### src/rtl/riscv_pkg.sv
// Shared RISC-V decode types and constants for the ALU issue controller.
// Holds the decoded-instruction record, issue FSM states and operand-use predicates.
package riscv_pkg;

  localparam int unsigned XLEN = 32;

  localparam logic [6:0] OPCODE_REG_REG = 7'b0110011;
  localparam logic [6:0] OPCODE_REG_IMM = 7'b0010011;
  localparam logic [6:0] OPCODE_LOAD    = 7'b0000011;
  localparam logic [6:0] OPCODE_STORE   = 7'b0100011;
  localparam logic [6:0] OPCODE_BRANCH  = 7'b1100011;
  localparam logic [6:0] OPCODE_JALR    = 7'b1100111;
  localparam logic [6:0] OPCODE_JAL     = 7'b1101111;
  localparam logic [6:0] OPCODE_LUI     = 7'b0110111;
  localparam logic [6:0] OPCODE_AUIPC   = 7'b0010111;

  localparam logic [2:0] F3_ADD_SUB = 3'b000;
  localparam logic [2:0] F3_LW      = 3'b010;
  localparam logic [6:0] F7_ADD     = 7'b0000000;
  localparam logic [6:0] F7_SUB     = 7'b0100000;

  typedef struct packed {
    logic [6:0]      opcode;
    logic [2:0]      funct3;
    logic [6:0]      funct7;
    logic [4:0]      rs1;
    logic [4:0]      rs2;
    logic [4:0]      rd;
    logic [XLEN-1:0] reg_A;
    logic [XLEN-1:0] reg_B;
    logic [XLEN-1:0] imm;
    logic [XLEN-1:0] pc;
  } decoded_instr_t;

  typedef enum logic [1:0] {
    EMPTY = 2'd0,
    ONE   = 2'd1,
    TWO   = 2'd2
  } issue_state_e;

  function automatic logic uses_rs1(input logic [6:0] opcode);
    case (opcode)
      OPCODE_REG_REG, OPCODE_REG_IMM, OPCODE_LOAD,
      OPCODE_STORE, OPCODE_BRANCH, OPCODE_JALR: uses_rs1 = 1'b1;
      default:                                  uses_rs1 = 1'b0;
    endcase
  endfunction

  function automatic logic uses_rs2(input logic [6:0] opcode);
    case (opcode)
      OPCODE_REG_REG, OPCODE_STORE, OPCODE_BRANCH: uses_rs2 = 1'b1;
      default:                                     uses_rs2 = 1'b0;
    endcase
  endfunction

endpackage

### src/rtl/operand_fwd_mux.sv
// Priority operand forwarding for one source register: EX/MEM beats MEM/WB beats buffer.
// x0 is never forwarded.
module operand_fwd_mux #(
  parameter int unsigned N = 32
) (
  input  logic [4:0]   rs,
  input  logic [N-1:0] buf_data,
  input  logic         ex_valid,
  input  logic [4:0]   ex_rd,
  input  logic [N-1:0] ex_data,
  input  logic         mem_valid,
  input  logic [4:0]   mem_rd,
  input  logic [N-1:0] mem_data,
  output logic [N-1:0] data
);

  always_comb begin
    data = buf_data;
    if (rs != 5'd0) begin
      if (ex_valid && (ex_rd == rs)) begin
        data = ex_data;
      end else if (mem_valid && (mem_rd == rs)) begin
        data = mem_data;
      end
    end
  end

endmodule

### src/rtl/alu_issue_ctrl.sv
// Decode-to-ALU issue controller: two-entry skid buffer, load-use bubble, operand forwarding.
// Optional performance counters are compiled in with ALU_ISSUE_PERF_EN.
module alu_issue_ctrl
  import riscv_pkg::*;
#(
  parameter int unsigned N     = 32,
  parameter int unsigned CNT_W = 32
) (
  input  logic           clk,
  input  logic           rst,
  input  logic           in_valid,
  output logic           in_ready,
  input  decoded_instr_t in_instr,
  output logic           out_valid,
  input  logic           out_ready,
  output decoded_instr_t out_instr,
  input  logic           ex_fwd_valid,
  input  logic [4:0]     ex_fwd_rd,
  input  logic [N-1:0]   ex_fwd_data,
  input  logic           mem_fwd_valid,
  input  logic [4:0]     mem_fwd_rd,
  input  logic [N-1:0]   mem_fwd_data,
  input  logic           flush
`ifdef ALU_ISSUE_PERF_EN
  ,
  output logic [CNT_W-1:0] stall_cnt,
  output logic [CNT_W-1:0] issue_cnt
`endif
);

  issue_state_e   state_q, state_d;
  decoded_instr_t head_q, head_d;
  decoded_instr_t skid_q, skid_d;
  logic           lu_valid_q, lu_valid_d;
  logic [4:0]     lu_rd_q, lu_rd_d;

  logic push, pop, hazard;
  logic haz_rs1, haz_rs2;
  logic [N-1:0] fwd_a, fwd_b;

  // lu_valid only ever holds a non-zero rd, so x0 cannot match here.
  assign haz_rs1 = uses_rs1(head_q.opcode) && (head_q.rs1 != 5'd0) && (head_q.rs1 == lu_rd_q);
  assign haz_rs2 = uses_rs2(head_q.opcode) && (head_q.rs2 != 5'd0) && (head_q.rs2 == lu_rd_q);
  assign hazard  = lu_valid_q && (haz_rs1 || haz_rs2);

  assign in_ready  = (state_q != TWO) && !flush && !rst;
  assign out_valid = (state_q != EMPTY) && !hazard && !flush;
  assign push      = in_valid && in_ready;
  assign pop       = out_valid && out_ready;

  operand_fwd_mux #(.N(N)) u_fwd_rs1 (
    .rs        (head_q.rs1),
    .buf_data  (head_q.reg_A),
    .ex_valid  (ex_fwd_valid),
    .ex_rd     (ex_fwd_rd),
    .ex_data   (ex_fwd_data),
    .mem_valid (mem_fwd_valid),
    .mem_rd    (mem_fwd_rd),
    .mem_data  (mem_fwd_data),
    .data      (fwd_a)
  );

  operand_fwd_mux #(.N(N)) u_fwd_rs2 (
    .rs        (head_q.rs2),
    .buf_data  (head_q.reg_B),
    .ex_valid  (ex_fwd_valid),
    .ex_rd     (ex_fwd_rd),
    .ex_data   (ex_fwd_data),
    .mem_valid (mem_fwd_valid),
    .mem_rd    (mem_fwd_rd),
    .mem_data  (mem_fwd_data),
    .data      (fwd_b)
  );

  always_comb begin
    out_instr       = head_q;
    out_instr.reg_A = fwd_a;
    out_instr.reg_B = fwd_b;
  end

  always_comb begin
    state_d = state_q;
    head_d  = head_q;
    skid_d  = skid_q;
    if (flush) begin
      state_d = EMPTY;
    end else begin
      case (state_q)
        EMPTY: begin
          if (push) begin
            state_d = ONE;
            head_d  = in_instr;
          end
        end
        ONE: begin
          if (push && !pop) begin
            state_d = TWO;
            skid_d  = in_instr;
          end else if (pop && !push) begin
            state_d = EMPTY;
          end else if (push && pop) begin
            head_d = in_instr;
          end
        end
        TWO: begin
          if (pop) begin
            state_d = ONE;
            head_d  = skid_q;
          end
        end
        default: state_d = EMPTY;
      endcase
    end
  end

  // The tracker only advances when execute accepts, so a held load keeps its hazard window.
  always_comb begin
    lu_valid_d = lu_valid_q;
    lu_rd_d    = lu_rd_q;
    if (flush) begin
      lu_valid_d = 1'b0;
    end else if (out_ready) begin
      lu_valid_d = pop && (head_q.opcode == OPCODE_LOAD) && (head_q.rd != 5'd0);
      lu_rd_d    = head_q.rd;
    end
  end

  always_ff @(posedge clk) begin
    if (rst) begin
      state_q    <= EMPTY;
      head_q     <= '0;
      skid_q     <= '0;
      lu_valid_q <= 1'b0;
      lu_rd_q    <= '0;
    end else begin
      state_q    <= state_d;
      head_q     <= head_d;
      skid_q     <= skid_d;
      lu_valid_q <= lu_valid_d;
      lu_rd_q    <= lu_rd_d;
    end
  end

`ifdef ALU_ISSUE_PERF_EN
  logic [CNT_W-1:0] stall_cnt_q, issue_cnt_q;
  logic             stall_evt;

  assign stall_evt = (state_q != EMPTY) && hazard && !flush;

  always_ff @(posedge clk) begin
    if (rst) begin
      stall_cnt_q <= '0;
      issue_cnt_q <= '0;
    end else begin
      if (stall_evt && (stall_cnt_q != {CNT_W{1'b1}})) begin
        stall_cnt_q <= stall_cnt_q + 1'b1;
      end
      if (pop && (issue_cnt_q != {CNT_W{1'b1}})) begin
        issue_cnt_q <= issue_cnt_q + 1'b1;
      end
    end
  end

  assign stall_cnt = stall_cnt_q;
  assign issue_cnt = issue_cnt_q;
`else
  logic unused_cnt_w;
  assign unused_cnt_w = ^CNT_W;
`endif

endmodule

### config.mk
export PLATFORM = sky130hd
export DESIGN_NAME = alu_issue_ctrl
export DESIGN_NICKNAME = d
export VERILOG_FILES = /design/src/rtl/riscv_pkg.sv /design/src/rtl/operand_fwd_mux.sv /design/src/rtl/alu_issue_ctrl.sv
export SDC_FILE = /design/constraint.sdc
export NUM_CORES = 1
export LEC_CHECK = 0
export CAP_MARGIN = 20
export CORE_UTILIZATION = 45
export DETAILED_ROUTE_END_ITERATION = 12
export PLACE_DENSITY = 0.72
export SLEW_MARGIN = 20
export SYNTH_ARGS = -nofsm -noshare
export SYNTH_HDL_FRONTEND = slang
export SYNTH_SLANG_ARGS = --single-unit
### constraint.sdc
create_clock -name clk -period 10.6 [get_ports clk]
set_input_delay 2.12 -clock clk [delete_from_list [all_inputs] [get_ports clk]]
set_output_delay 2.12 -clock clk [all_outputs]
set_load 0.01 [all_outputs]
==> metrics.yaml, run 1 <==
outcome:
  outcome: "finished clean"
global_route:
  antenna_found_initial: 7
  grt_pass1_vias: 17877
  grt_pass1_wl_mm: 106
  grt_remaining_overflow: 0
  grt_max_degree: 91
  grt_usage: 0.324
timing:
  rsz0062_at_grt: "false"
  max_freq_mhz: 128
  setup_violations: 0
  fin_skew_ns: 0.0150
  fin_crit_sh: 0.740
  relSlewSlack: 0.208
  fin_setup_tns_ns: 0
  worst_pin_slew_ns: 1.19
  finalMaxSlewViolations: 0
  finalHoldViolCount: 0
  layout_min_cycle_time_ns: 7.84
detailed_routing:
  wl_met3_mm: 6.99
  dr_wl_met2_mm: 31.9
  first_pass_iters: 6
  wire_per_inst_um: 22.2
  vias_per_cell: 6.14
  wl_met1_mm: 28.5
  wirelength_mm: 69.8
  first_iter_violations: 2127
  top_layer: "met5"
  vias: 19305
  drc: 0
  ant_nets: 0
synthesis:
  synthCells: 2454
  yosysTopAreaCellShare: 0.362
  synth_seq_cells: 328
  synth-edff-count: 0
  synth_nets: 2698
  async_flop_share: 0
  ys.flop_type: "dfxtp_1"
  yosysSeqAreaShare: 0.362
  synth_warnings: 0
  synthDistinctLibCells: 45
  netlist_area_um2: 18200
  syn_area_per_cell_um2: 7.40
  yosysTopAreaCell: "dfxtp_1"
  synth_area_leaders: "dfxtp_1 (36%), a21oi_1 (9.0%), a311oi_1 (7.8%), nand2_1 (7.0%), nor2b_1 (5.7%)"
floorplanning:
  core_area_um2: 39700
  num_rows: 73
  die_w_um: 203
  start_util: 0.457
  dieArea_um2: 41100
  die_h_um: 203
  ios: 403
cts:
  clockBufferDepth: 3
  htree_levels: 2
  cts_made_buffers: 38
  insertion_delay_ns: 0.55
  hold_buffers: 0
  cts_tree: "built"
  post_cts_resized: 0
  cts.sinks: 328
  cts_root_buf: "clkbuf_16"
  cts.clk_slew.worst_paths_ns: 0.05
  postCtsSetupBuffers: 0
worst_setup_path:
  worstSetupEndpoint: "out_instr[73]"
  end_kind: "output port"
  r2r-end: "out_instr[19]"
  cp.arrival_ns: 5.72
  cp_max_fo: 33
  cp_data_required_time_ns: 8.48
  crit_type: "primary input to output port"
  rrSetupSlack_ns: 4.83
  startpoint: "ex_fwd_rd[1]"
  r2r_start: "out_instr[134]"
  worstSetupStartpointType: "primary input"
  r2r_cells: 11
run:
  maxCapViolCount: 0
final_layout:
  fin_nets: 2834
  drive_gt1_frac: 0.0382
  area_growth_pct: 24.9
power:
  leakage_nw: 7.30
  irDropWorstVdd_uv: 136
  total_power_w: 0.00332
  power.density_nw_per_um2: 146
placement:
  place_congestion: 1.02
  hpwl_mm: 42.4
  port_buffers: 402
min_path:
  hp-class: "register to register"
## sequential cells by signal (all words and copies together), names as in the netlist
signal and count:
lu_valid_q 1, lu_rd_q 5, state_q 2, head_q 64, out_instr 96, skid_q 160
## worst min-delay path by stage
stage | depth (start not counted) | start | to
6_report | 2 | skid_q[144] | skid_q[144]
5_1_grt | 2 | skid_q[157] | skid_q[157]
4_1_cts | 2 | skid_q[138] | skid_q[138]
3_5_place_dp | 2 | skid_q[133] | skid_q[133]
3_3_place_gp | 2 | skid_q[147] | skid_q[147]
2_1_floorplan | 2 | skid_q[0] | skid_q[0]
## synth_stat cells (2+ instances only)
| cell | number |
|---|---|
| or4_1 | 3 |
| inv_1 | 194 |
| buf_4 | 106 |
| and3b_1 | 2 |
| xnor2_1 | 22 |
| dfxtp_1 | 328 |
| buf_2 | 44 |
| nor3_1 | 67 |
| a21oi_1 | 327 |
| buf_1 | 2 |
| or3_1 | 2 |
| o22a_1 | 64 |
| nand2b_1 | 4 |
| ha_1 | 3 |
| nand2_1 | 338 |
| nor2b_1 | 165 |
| nand4_1 | 3 |
| o21ai_0 | 160 |
| nand3_1 | 6 |
| clkbuf_1 | 183 |
| nor4_1 | 5 |
| and4_1 | 3 |
| a31oi_1 | 64 |
| o22ai_1 | 161 |
| nor2_1 | 8 |
| xor2_1 | 8 |
| a311oi_1 | 161 |
| and3_1 | 3 |
| or2_2 | 2 |
## critical path, cell delays in order
cell and delay (ns):
clkdlybuf4s50_1 0.50, xnor2_1 0.14, nand4_1 0.12, buf_4 0.30, or2_2 0.69, a21oi_4 0.98, o22a_1 0.25, clkdlybuf4s50_1 0.55
## report_power, final
group | total [W] | switching [W] | internal, W | leakage (nW)
combinational | 0.000638 | 0.000320 | 0.000318 | 4.02
clock | 0.00133 | 0.000535 | 0.000793 | 0.599
sequential | 0.00136 | 0.0000605 | 0.00130 | 2.68
total | 0.00332 | 0.000915 | 0.00241 | 7.30
## routing by layer
layer  up-vias  track usage
li1       8884            -
met1      9247        0.431
met2      1026        0.505
met3       144       0.0772
met4         4        0.121
met5         -            0
## cell families after synthesis
kind of cell | Yosys count | synth area share
flip-flops | 328 | 0.362
AO/OA/AOI/OAI | 945 | 0.325
XOR/XNOR | 30 | 0.0145
adder cells (fa/ha/maj) | 3 | 0.00207
multiplexers | 1 | 0.000551
AND/OR/NAND/NOR | 618 | 0.162
buffers and inverters | 529 | 0.134
## area by class of cell
type	instances	area (um^2)
diodes	6	15.0
well taps	525	657
clock buffers	52	1050
inverters	194	728
repair buffers	431	4250
flip-flops and latches	328	6570
clock inverters	13	174
multi-input cells	1597	9240
fillers	3686	17100
## cells in the final DEF (no fill, tap or decap), types with 65 or more instances in the layout
cell	instances
a21oi_1	325
a311oi_1	161
clkdlybuf4s50_1	401
dfxtp_1	328
inv_1	194
nand2_1	338
nor2b_1	165
nor3_1	65
o21ai_0	160
o22ai_1	161
## metrics by stage
stage	cells	area, um^2	utilization	hold slack, ns	setup slack [ns]
6_report	3146	22700	0.571	0.452	2.76
5_1_grt	3144	22700	0.571	0.468	2.64
4_1_cts	3140	22700	0.570	0.454	2.87
3_5_place_dp	3075	21400	0.540	0.446	2.88
3_3_place_gp	3075	21400	0.540	0.441	2.94
2_1_floorplan	2454	18200	-	0.436	4.91
(Power assumes the default switching activity.)
==> run 2, diff against run 1 <==
==> constraint.sdc (replaced) <==
create_clock -name clk -period 7.7 [get_ports clk]
set_input_delay 1.54 -clock clk [delete_from_list [all_inputs] [get_ports clk]]
set_output_delay 1.54 -clock clk [all_outputs]
set_load 0.01 [all_outputs]
==> run 2 against run 1 <==
  * Design area barely moved
  * Sequential share of layout area barely moved
  * Clock power rose by 31%
  * Largest power group unchanged
  * Count of clock-buffer cells in the layout rose by 3
  * Largest cell class unchanged
  * Die area did not move
  * Utilization barely moved
  * Sequential power rose by 37%
  * Critical endpoint is now out_instr[67]
  * Combinational power rose by 37%
  * Wire length fell by 2.4%
  * Critical path depth did not move
==> metrics.yaml, run 2 (synthesis results as in run 1) <==
timing:
  finalMaxSlewViolations: 0
  layout_min_cycle_time_ns: 6.55
  max_freq_mhz: 153
  worst_pin_slew_ns: 1.15
  finalHoldViolCount: 0
  fin_setup_tns_ns: 0
  fin_crit_sh: 0.851
  setup_ws_ns: 1.15
  setup_violations: 0
  fin_skew_ns: 0.0141
  rsz0062_at_grt: "false"
  relSlewSlack: 0.231
worst_setup_path:
  r2r_start: "out_instr[134]"
  crit_type: "primary input to output port"
  cp_data_required_time_ns: 6.16
  cp_slowest_cell: "a21oi_4"
  r2r_cells: 11
  cp.arrival_ns: 5.01
  cp_max_fo: 33
  path_delay_family: "buffers and inverters"
  r2r-end: "out_instr[29]"
  end_kind: "output port"
  path_buf_inv: 3
  rrSetupSlack_ns: 2.52
  cpMostUsedCell: "clkdlybuf4s50_1"
  worstSetupStartpointType: "primary input"
  max_stage_delay_ns: 0.97
  path_cells: "clkdlybuf4s50_1, xnor2_1, nand2_1, buf_4, or2_2, a21oi_4, o22a_1, clkdlybuf4s50_1"
cts:
  htree_levels: 2
  cts.clk_slew.worst_paths_ns: 0.06
  cts_tree: "built"
  insertion_delay_ns: 0.53
  hold_buffers: 0
  cts.sinks: 328
  clockBufferDepth: 3
  cts_made_buffers: 38
  postCtsSetupBuffers: 0
  post_cts_resized: 0
  cts_root_buf: "clkbuf_16"
final_layout:
  largest_register_ffs: 160
  final_common_cell: "clkdlybuf4s50_1"
  top_register: "skid_q"
  area_growth_pct: 24.9
  drive_gt1_frac: 0.0383
  design_area_um2: 22700
  fin_nets: 2834
  final_cell_mix: "clkdlybuf4s50_1 (401), nand2_1 (338), dfxtp_1 (328)"
floorplanning:
  ios: 403
  core_area_um2: 39700
  die_h_um: 203
  start_util: 0.457
  dieArea_um2: 41100
  num_rows: 73
  die_w_um: 203
detailed_routing:
  vias_per_cell: 6.18
  drc: 0
  vias: 19442
  first_pass_iters: 6
  ant_nets: 0
  wirelength_mm: 68.1
  wire_per_inst_um: 21.7
  first_iter_violations: 2070
placement:
  port_buffers: 402
  hpwl_mm: 41.2
  pre_cts_slack_ns: 1.28
  placedInstanceArea_um2: 21500
  place_congestion: 1.06
global_route:
  use_met1: 0.411
  grt_pass1_vias: 18069
  grt_usage: 0.315
  use_met2: 0.497
  grtUsageMet3: 0.0682
  grt_remaining_overflow: 0
  antenna_found_initial: 7
  grt_max_degree: 205
  top_usage_layer: "met2"
  grt_pass1_wl_mm: 104
min_path:
  hp-class: "register to register"
  whs_path_depth: 2
  worstHoldStart: "skid_q[158]"
  min_to: "skid_q[158]"
power:
  power.density_nw_per_um2: 198
  leakage_nw: 7.28
  irDropWorstVdd_uv: 152
outcome:
  outcome: "finished clean"
run:
  maxCapViolCount: 0
[run 2: worst min-delay path: cells and delay by family (launching register included)]
family          cells  cell delay [ns]
flops               1             0.31
compound gates      1             0.05
simple gates        1             0.05
[run 2: per-layer routing]
metal	wire [um]	vias up
met5	9	-
met2	31300	1135
li1	-	8899
met3	7100	193
met1	26900	9213
met4	2780	2
[run 2: layout make-up]
type,instances,area [um^2]
Fill cell,3607,17100
Multi-Input combinational cell,1597,9240
Sequential cell,328,6570
Timing Repair Buffer,431,4280
Clock buffer,55,1100
Inverter,194,728
Tap cell,525,657
Clock inverter,8,77.6
Antenna cell,6,15.0
[run 2: how the worst max path moves through the flow]
stage	endpoint	depth (start not counted)	slack, ns	start
floorplan	out_instr[126]	7	3.17	ex_fwd_rd[1]
detailed placement	out_instr[88]	8	1.28	ex_fwd_rd[2]
CTS	out_instr[88]	8	1.27	ex_fwd_rd[2]
global route	out_instr[88]	8	1.06	ex_fwd_rd[2]
global placement	out_instr[67]	8	1.39	ex_fwd_rd[2]
finish	out_instr[67]	8	1.15	ex_fwd_rd[2]
[run 2: where the power goes]
part	leakage (nW)	switching, W	internal [W]
clock network	0.570	0.000718	0.00102
logic	4.03	0.000436	0.000438
registers	2.68	0.0000806	0.00178
total	7.28	0.00124	0.00324
[run 2: through the flow]
stage	utilization	hold WS [ns]	std cells	power, W
after floorplan	-	0.436	2454	0.00235
after global placement	0.540	0.441	3075	0.00274
after detailed placement	0.541	0.446	3075	0.00275
after CTS	0.570	0.454	3138	0.00449
after global routing	0.570	0.467	3144	0.00463
final	0.570	0.453	3144	0.00448
